===== config.mk =====
export PLATFORM = sky130hd
export DESIGN_NAME = acs_pmu
export DESIGN_NICKNAME = d
export VERILOG_FILES = /design/src/rtl/acs_pmu.sv
export SDC_FILE = /design/constraint.sdc
export NUM_CORES = 1
export LEC_CHECK = 0
export ABC_AREA = 1
export ABC_CLOCK_PERIOD_IN_PS = 5450
export CORE_MARGIN = 2
export CORE_UTILIZATION = 30
export CTS_CLUSTER_SIZE = 24
export DETAILED_ROUTE_END_ITERATION = 7
export PLACE_DENSITY = 0.5
export SLEW_MARGIN = 20
export SYNTH_ARGS = -nofsm -noshare
export SYNTH_HDL_FRONTEND = slang
export SYNTH_SLANG_ARGS = --single-unit

===== constraint.sdc =====
create_clock -name clk -period 5.45 [get_ports clk]
set_clock_uncertainty 0.1 [all_clocks]
set_input_delay 1.3625 -clock clk [delete_from_list [all_inputs] [get_ports clk]]
set_output_delay 1.3625 -clock clk [all_outputs]
set_load 0.01 [all_outputs]

===== src/rtl/acs_pmu.sv =====
// acs_pmu: add-compare-select / path-metric unit for the K=3, rate-1/2 (7,5) Viterbi decoder.
// Optional build macro ACS_NORM_COUNT_EN adds a saturating norm_count output.
module acs_pmu #(
  parameter int PM_W = 6
) (
  input  logic            clk,
  input  logic            rst,
  input  logic            refresh,
  input  logic [3:0]      branch_metric_00_0,
  input  logic [3:0]      branch_metric_00_1,
  input  logic [3:0]      branch_metric_01_0,
  input  logic [3:0]      branch_metric_01_1,
  input  logic [3:0]      branch_metric_10_0,
  input  logic [3:0]      branch_metric_10_1,
  input  logic [3:0]      branch_metric_11_0,
  input  logic [3:0]      branch_metric_11_1,
  input  logic            valid_in,
  input  logic [1:0]      bit_pair_input,
  input  logic            bit_valid,
  output logic [PM_W-1:0] path_metric_0,
  output logic [PM_W-1:0] path_metric_1,
  output logic [PM_W-1:0] path_metric_2,
  output logic [PM_W-1:0] path_metric_3,
  output logic [3:0]      decision,
  output logic            decision_valid,
  output logic [1:0]      best_state,
  output logic            norm_event,
`ifdef ACS_NORM_COUNT_EN
  output logic [7:0]      norm_count,
`endif
  output logic            running
);

  typedef enum logic [0:0] {ST_IDLE = 1'b0, ST_RUN = 1'b1} state_t;

  localparam logic [PM_W:0] PM_HALF = {2'b01, {(PM_W-1){1'b0}}};

  state_t          state_r, state_s;
  logic [PM_W-1:0] pm_r [4];
  logic [PM_W-1:0] pm_s [4];
  logic [PM_W-1:0] load_pm_s [4];
  logic [3:0]      load_dec_s;
  logic [PM_W:0]   cand_a_s [4];
  logic [PM_W:0]   cand_b_s [4];
  logic [PM_W:0]   acs_raw_s [4];
  logic [PM_W:0]   acs_adj_s [4];
  logic [PM_W-1:0] acs_pm_s [4];
  logic [3:0]      acs_dec_s;
  logic            all_hi_s;
  logic [3:0]      dec_r, dec_s;
  logic            dv_r, dv_s;
  logic            norm_r, norm_s;
  logic [1:0]      best_r, best_s;

  // Hamming distance between the received pair and the branch label of (pred, u).
  function automatic logic [1:0] bm_f(input logic [1:0] rx, input logic [1:0] pred, input logic u);
    logic [1:0] diff;
    diff = rx ^ {u ^ pred[1] ^ pred[0], u ^ pred[0]};
    return {1'b0, diff[1]} + {1'b0, diff[0]};
  endfunction

  function automatic logic [1:0] argmin_f(input logic [PM_W-1:0] m0, input logic [PM_W-1:0] m1,
                                          input logic [PM_W-1:0] m2, input logic [PM_W-1:0] m3);
    logic [1:0]      idx01, idx23;
    logic [PM_W-1:0] min01, min23;
    idx01 = (m1 < m0) ? 2'd1 : 2'd0;
    min01 = (m1 < m0) ? m1 : m0;
    idx23 = (m3 < m2) ? 2'd3 : 2'd2;
    min23 = (m3 < m2) ? m3 : m2;
    return (min23 < min01) ? idx23 : idx01;
  endfunction

  // Tree merge: state {C,B} keeps the cheaper of the A=0 / A=1 tree paths, ties to A=0.
  always_comb begin
    load_dec_s[0] = (branch_metric_10_0 < branch_metric_00_0);
    load_dec_s[1] = (branch_metric_11_0 < branch_metric_01_0);
    load_dec_s[2] = (branch_metric_10_1 < branch_metric_00_1);
    load_dec_s[3] = (branch_metric_11_1 < branch_metric_01_1);
    load_pm_s[0]  = PM_W'(load_dec_s[0] ? branch_metric_10_0 : branch_metric_00_0);
    load_pm_s[1]  = PM_W'(load_dec_s[1] ? branch_metric_11_0 : branch_metric_01_0);
    load_pm_s[2]  = PM_W'(load_dec_s[2] ? branch_metric_10_1 : branch_metric_00_1);
    load_pm_s[3]  = PM_W'(load_dec_s[3] ? branch_metric_11_1 : branch_metric_01_1);
  end

  // Add-compare-select: next state {u,s1} chooses between predecessors {s1,0} and {s1,1}.
  always_comb begin
    for (int n = 0; n < 4; n++) begin
      cand_a_s[n]  = {1'b0, pm_r[{n[0], 1'b0}]} + (PM_W+1)'(bm_f(bit_pair_input, {n[0], 1'b0}, n[1]));
      cand_b_s[n]  = {1'b0, pm_r[{n[0], 1'b1}]} + (PM_W+1)'(bm_f(bit_pair_input, {n[0], 1'b1}, n[1]));
      acs_dec_s[n] = (cand_b_s[n] < cand_a_s[n]);
      acs_raw_s[n] = acs_dec_s[n] ? cand_b_s[n] : cand_a_s[n];
    end
  end

  // Normalization clears the common MSB; saturation guards the store against wrap.
  always_comb begin
    all_hi_s = 1'b1;
    for (int n = 0; n < 4; n++) begin
      all_hi_s = all_hi_s & (acs_raw_s[n] >= PM_HALF);
    end
    for (int n = 0; n < 4; n++) begin
      acs_adj_s[n] = all_hi_s ? (acs_raw_s[n] - PM_HALF) : acs_raw_s[n];
      acs_pm_s[n]  = acs_adj_s[n][PM_W] ? {PM_W{1'b1}} : acs_adj_s[n][PM_W-1:0];
    end
  end

  // FSM next state and next register values; refresh overrides any accepted input.
  always_comb begin
    state_s = state_r;
    pm_s    = pm_r;
    dec_s   = dec_r;
    dv_s    = 1'b0;
    norm_s  = 1'b0;
    case (state_r)
      ST_IDLE: begin
        if (valid_in) begin
          pm_s    = load_pm_s;
          dec_s   = load_dec_s;
          dv_s    = 1'b1;
          state_s = ST_RUN;
        end else begin
          state_s = ST_IDLE;
        end
      end
      ST_RUN: begin
        if (bit_valid) begin
          pm_s   = acs_pm_s;
          dec_s  = acs_dec_s;
          dv_s   = 1'b1;
          norm_s = all_hi_s;
        end else begin
          state_s = ST_RUN;
        end
      end
      default: begin
        state_s = ST_IDLE;
      end
    endcase
    if (refresh) begin
      state_s = ST_IDLE;
      pm_s    = '{default: '0};
      dec_s   = 4'b0000;
      dv_s    = 1'b0;
      norm_s  = 1'b0;
    end else begin
      state_s = state_s;
    end
    best_s = argmin_f(pm_s[0], pm_s[1], pm_s[2], pm_s[3]);
  end

  // State and output registers.
  always_ff @(posedge clk or negedge rst) begin
    if (!rst) begin
      state_r <= ST_IDLE;
      pm_r    <= '{default: '0};
      dec_r   <= 4'b0000;
      dv_r    <= 1'b0;
      norm_r  <= 1'b0;
      best_r  <= 2'd0;
    end else begin
      state_r <= state_s;
      pm_r    <= pm_s;
      dec_r   <= dec_s;
      dv_r    <= dv_s;
      norm_r  <= norm_s;
      best_r  <= best_s;
    end
  end

`ifdef ACS_NORM_COUNT_EN
  logic [7:0] norm_cnt_r;

  // Saturating count of normalization events.
  always_ff @(posedge clk or negedge rst) begin
    if (!rst) begin
      norm_cnt_r <= 8'd0;
    end else if (refresh) begin
      norm_cnt_r <= 8'd0;
    end else if (norm_s && (norm_cnt_r != 8'd255)) begin
      norm_cnt_r <= norm_cnt_r + 8'd1;
    end else begin
      norm_cnt_r <= norm_cnt_r;
    end
  end

  assign norm_count = norm_cnt_r;
`endif

  assign path_metric_0  = pm_r[0];
  assign path_metric_1  = pm_r[1];
  assign path_metric_2  = pm_r[2];
  assign path_metric_3  = pm_r[3];
  assign decision       = dec_r;
  assign decision_valid = dv_r;
  assign norm_event     = norm_r;
  assign best_state     = best_r;
  assign running        = (state_r == ST_RUN);

endmodule


==> results.json <==
{
  "grt-ovfl-total": 0,
  "path_buf_inv": 9,
  "dp_slack_ns": -2.25,
  "whs_path_depth": 2,
  "dieArea_um2": 19900,
  "hold_start": "decision[1]$_DFFE_PN0P_",
  "num_vias": 6938,
  "drtPass1Iterations": 4,
  "place_hpwl_um": 18000,
  "drive_gt1_frac": 0.377,
  "gp_congestion": 0.925,
  "slew_viol_final": 0,
  "port_buffers": 71,
  "numCtsBuffers": 5,
  "min_to": "decision[1]$_DFFE_PN0P_",
  "fmax_mhz": 148,
  "layout.cells.most_common": "nand2_1",
  "yosys_warnings": 0,
  "die_h_um": 141,
  "final_cell_mix": "261 x nand2_1, 238 x buf_4, 131 x inv_1",
  "min_path_type": "reg2reg",
  "powerDensity_nw_per_um2": 315,
  "sw_frac_of_total": 0.469,
  "synth_top_area_frac": 0.210,
  "cp_top_family": "simple AND/OR/NAND/NOR gates",
  "clock_sinks": 33,
  "fp-row-count": 50,
  "synthesis.nets": 1050,
  "syn_area_um2": 5640,
  "finalCriticalPeriod_ns": 6.78,
  "grt_pass1_vias": 6853,
  "tightest_slew_ns": 0.934,
  "pwr-share-comb": 0.798,
  "p_switching_w": 0.00140,
  "antenna_found_initial": 0,
  "vdd_ir_drop_max_mv": 0.217,
  "die_w_um": 141,
  "routed_wl_um": 22300,
  "yosysUniqueCellTypes": 44,
  "cts.reportedPaths.clkPinSlew_ns": 0.06,
  "slew-limit-headroom": 0.378,
  "hold_violations": 0,
  "synth-seq-cells": 33,
  "synth_area_leaders": "nand2_1 21%, ha_1 17%, dfrtp_1 15%, inv_1 10%, nand3_1 8.5%",
  "cts_tree": "built",
  "yosysSeqAreaShare": 0.146,
  "synth_area_leader_cell": "nand2_1",
  "crit_type": "in2reg",
  "fin_cells": 1478,
  "final-setup-viol-count": 2,
  "syn_inst": 935,
  "grt_pass1_wl_um": 35400,
  "cp-end-kind": "flop",
  "cpMaxStageDelayCell": "ha_4",
  "crit_required_ns": 5.53,
  "status": "complete, but fails checks",
  "synth_area_per_cell_um2": 6.03,
  "postRouteAntennaNets": 0,
  "fin_nets": 1358,
  "via_per_inst": 4.69,
  "cts_max_level": 2,
  "drt-wirelength-per-cell_um": 15.1,
  "clock-root-buffer": "clkbuf_16",
  "path_max_fanout": 8,
  "start_util": 0.304,
  "rsz0062_at_grt": "yes",
  "cts_buffer_depth": 2,
  "p_leak_nw": 5.02,
  "synth_flop_cell": "dfrtp_1",
  "clkPwrFrac": 0.095,
  "syn2layout_area_growth_pct": 67.5,
  "p_int_w": 0.00158,
  "rr_worst_depth": 40,
  "drt-initial-drc-count": 308,
  "clock_latency_ns": 0.28,
  "worst_ep_arrival_time_ns": 6.86,
  "placed_cells": 1427,
  "maxCapViolations": 0,
  "violations": "setup timing",
  "coreArea_um2": 18600,
  "diodes": 0,
  "r2r-start": "path_metric_3[1]$_DFF_PN0_",
  "start_kind": "input pin",
  "fin_ws_ns": -1.33,
  "drc": 0,
  "track_usage": 0.224,
  "io_pins": 72,
  "slowest_delay_ns": 0.36,
  "crit_top_cell": "nand2_1",
  "r2r_end": "best_state[0]$_DFF_PN0_",
  "grt_max_degree": 34,
  "regToRegSetupSlack_ns": -0.17,
  "synth_async_sr_flop_share": 1.00,
  "fin_crit_sh": 1.24,
  "pwr-share-seq": 0.107,
  "synth_edf_count": 0
}
## power groups by stage
stage                     logic, W  clock network (W)  registers, W
after floorplan            0.00106                  0      0.000324
after global placement     0.00189                  0      0.000323
after detailed placement   0.00188                  0      0.000321
after CTS                  0.00215           0.000288      0.000319
after global routing       0.00261           0.000299      0.000323
final                      0.00238           0.000282      0.000320
## per-layer routing
metal  routed length (µm)  global-route usage
met5                    0                   0
met4                  351              0.0484
met3                  594              0.0143
met2                10400               0.376
met1                10900               0.315
## layout make-up
| type | count | area [µm²] |
|---|---|---|
| Sequential cell | 33 | 826 |
| Tap cell | 234 | 293 |
| Clock buffer | 6 | 129 |
| Clock inverter | 2 | 10.0 |
| Inverter | 161 | 623 |
| Multi-Input combinational cell | 721 | 4900 |
| Fill cell | 1880 | 9130 |
| Timing Repair Buffer | 321 | 2660 |
## per-stage QoR
| step | total power, W | setup TNS, ns | hold slack [ns] | util | cell area, µm² |
|---|---|---|---|---|---|
| final | 0.00298 | -2.57 | 0.442 | 0.508 | 9450 |
| after global routing | 0.00324 | -3.26 | 0.469 | 0.508 | 9450 |
| after CTS | 0.00275 | -2.56 | 0.448 | 0.484 | 8990 |
| after detailed placement | 0.00220 | -14.77 | 0.435 | 0.446 | 8290 |
| after global placement | 0.00221 | -14.14 | 0.436 | 0.446 | 8290 |
| after floorplan | 0.00138 | -1.89 | 0.468 | - | 5880 |
## cells in the mapped netlist, drive strengths merged, types with 2 or more instances
cell type	count
nand3b	4
nor3	6
clkbuf	13
buf	9
inv	161
and2	8
o21ai	39
nand4	8
nor2	38
xnor2	2
o221ai	4
a21boi	6
nand3	99
o211ai	9
ha	76
a211oi	3
nand2	343
dfrtp	33
a221oi	2
o22ai	11
a21oi	43
xor2	13
## sequential cells by signal (all words and copies together), names as in the netlist
| signal | cells |
|---|---|
| path_metric_0 | 6 |
| decision_valid | 1 |
| best_state | 2 |
| path_metric_3 | 6 |
| running | 1 |
| norm_event | 1 |
| path_metric_2 | 6 |
| decision | 4 |
| path_metric_1 | 6 |
## tightest hold or removal path, cell delays in order (launching register included)
cell and delay [ns]:
dfrtp_1 0.37, inv_1 0.05, o22ai_1 0.07
## how the worst max path moves through the flow
stage	startpoint	to	slack, ns	cells past startpoint
2_1_floorplan	bit_pair_input[0]	best_state[0]$_DFF_PN0_	-0.99	40
3_3_place_gp	bit_pair_input[0]	best_state[0]$_DFF_PN0_	-2.19	44
3_5_place_dp	bit_pair_input[0]	best_state[0]$_DFF_PN0_	-2.25	44
4_1_cts	bit_pair_input[0]	best_state[0]$_DFF_PN0_	-1.33	44
5_1_grt	bit_pair_input[0]	best_state[0]$_DFF_PN0_	-1.64	44
6_report	bit_pair_input[0]	best_state[0]$_DFF_PN0_	-1.33	42
## logic make-up after synthesis
group,share of synthesized area
AOI/OAI and AO/OA,0.129
xor gates and xnor gates,0.0246
adders and majority gates,0.169
buffers and inverters,0.137
DFF,0.146
and+or+nand+nor,0.395
## what timing repair did
action | CTS | global route
pin swaps | 50 | 66
resized for setup | 97 | 74
hold buffers | 0 | 0
setup buffers | 22 | 19
cloned | 2 | 0
endpoints found under the setup margin | 22 | 6
endpoints found under the hold margin | 0 | 0
Note: power is estimated with default switching activity, not from simulation.
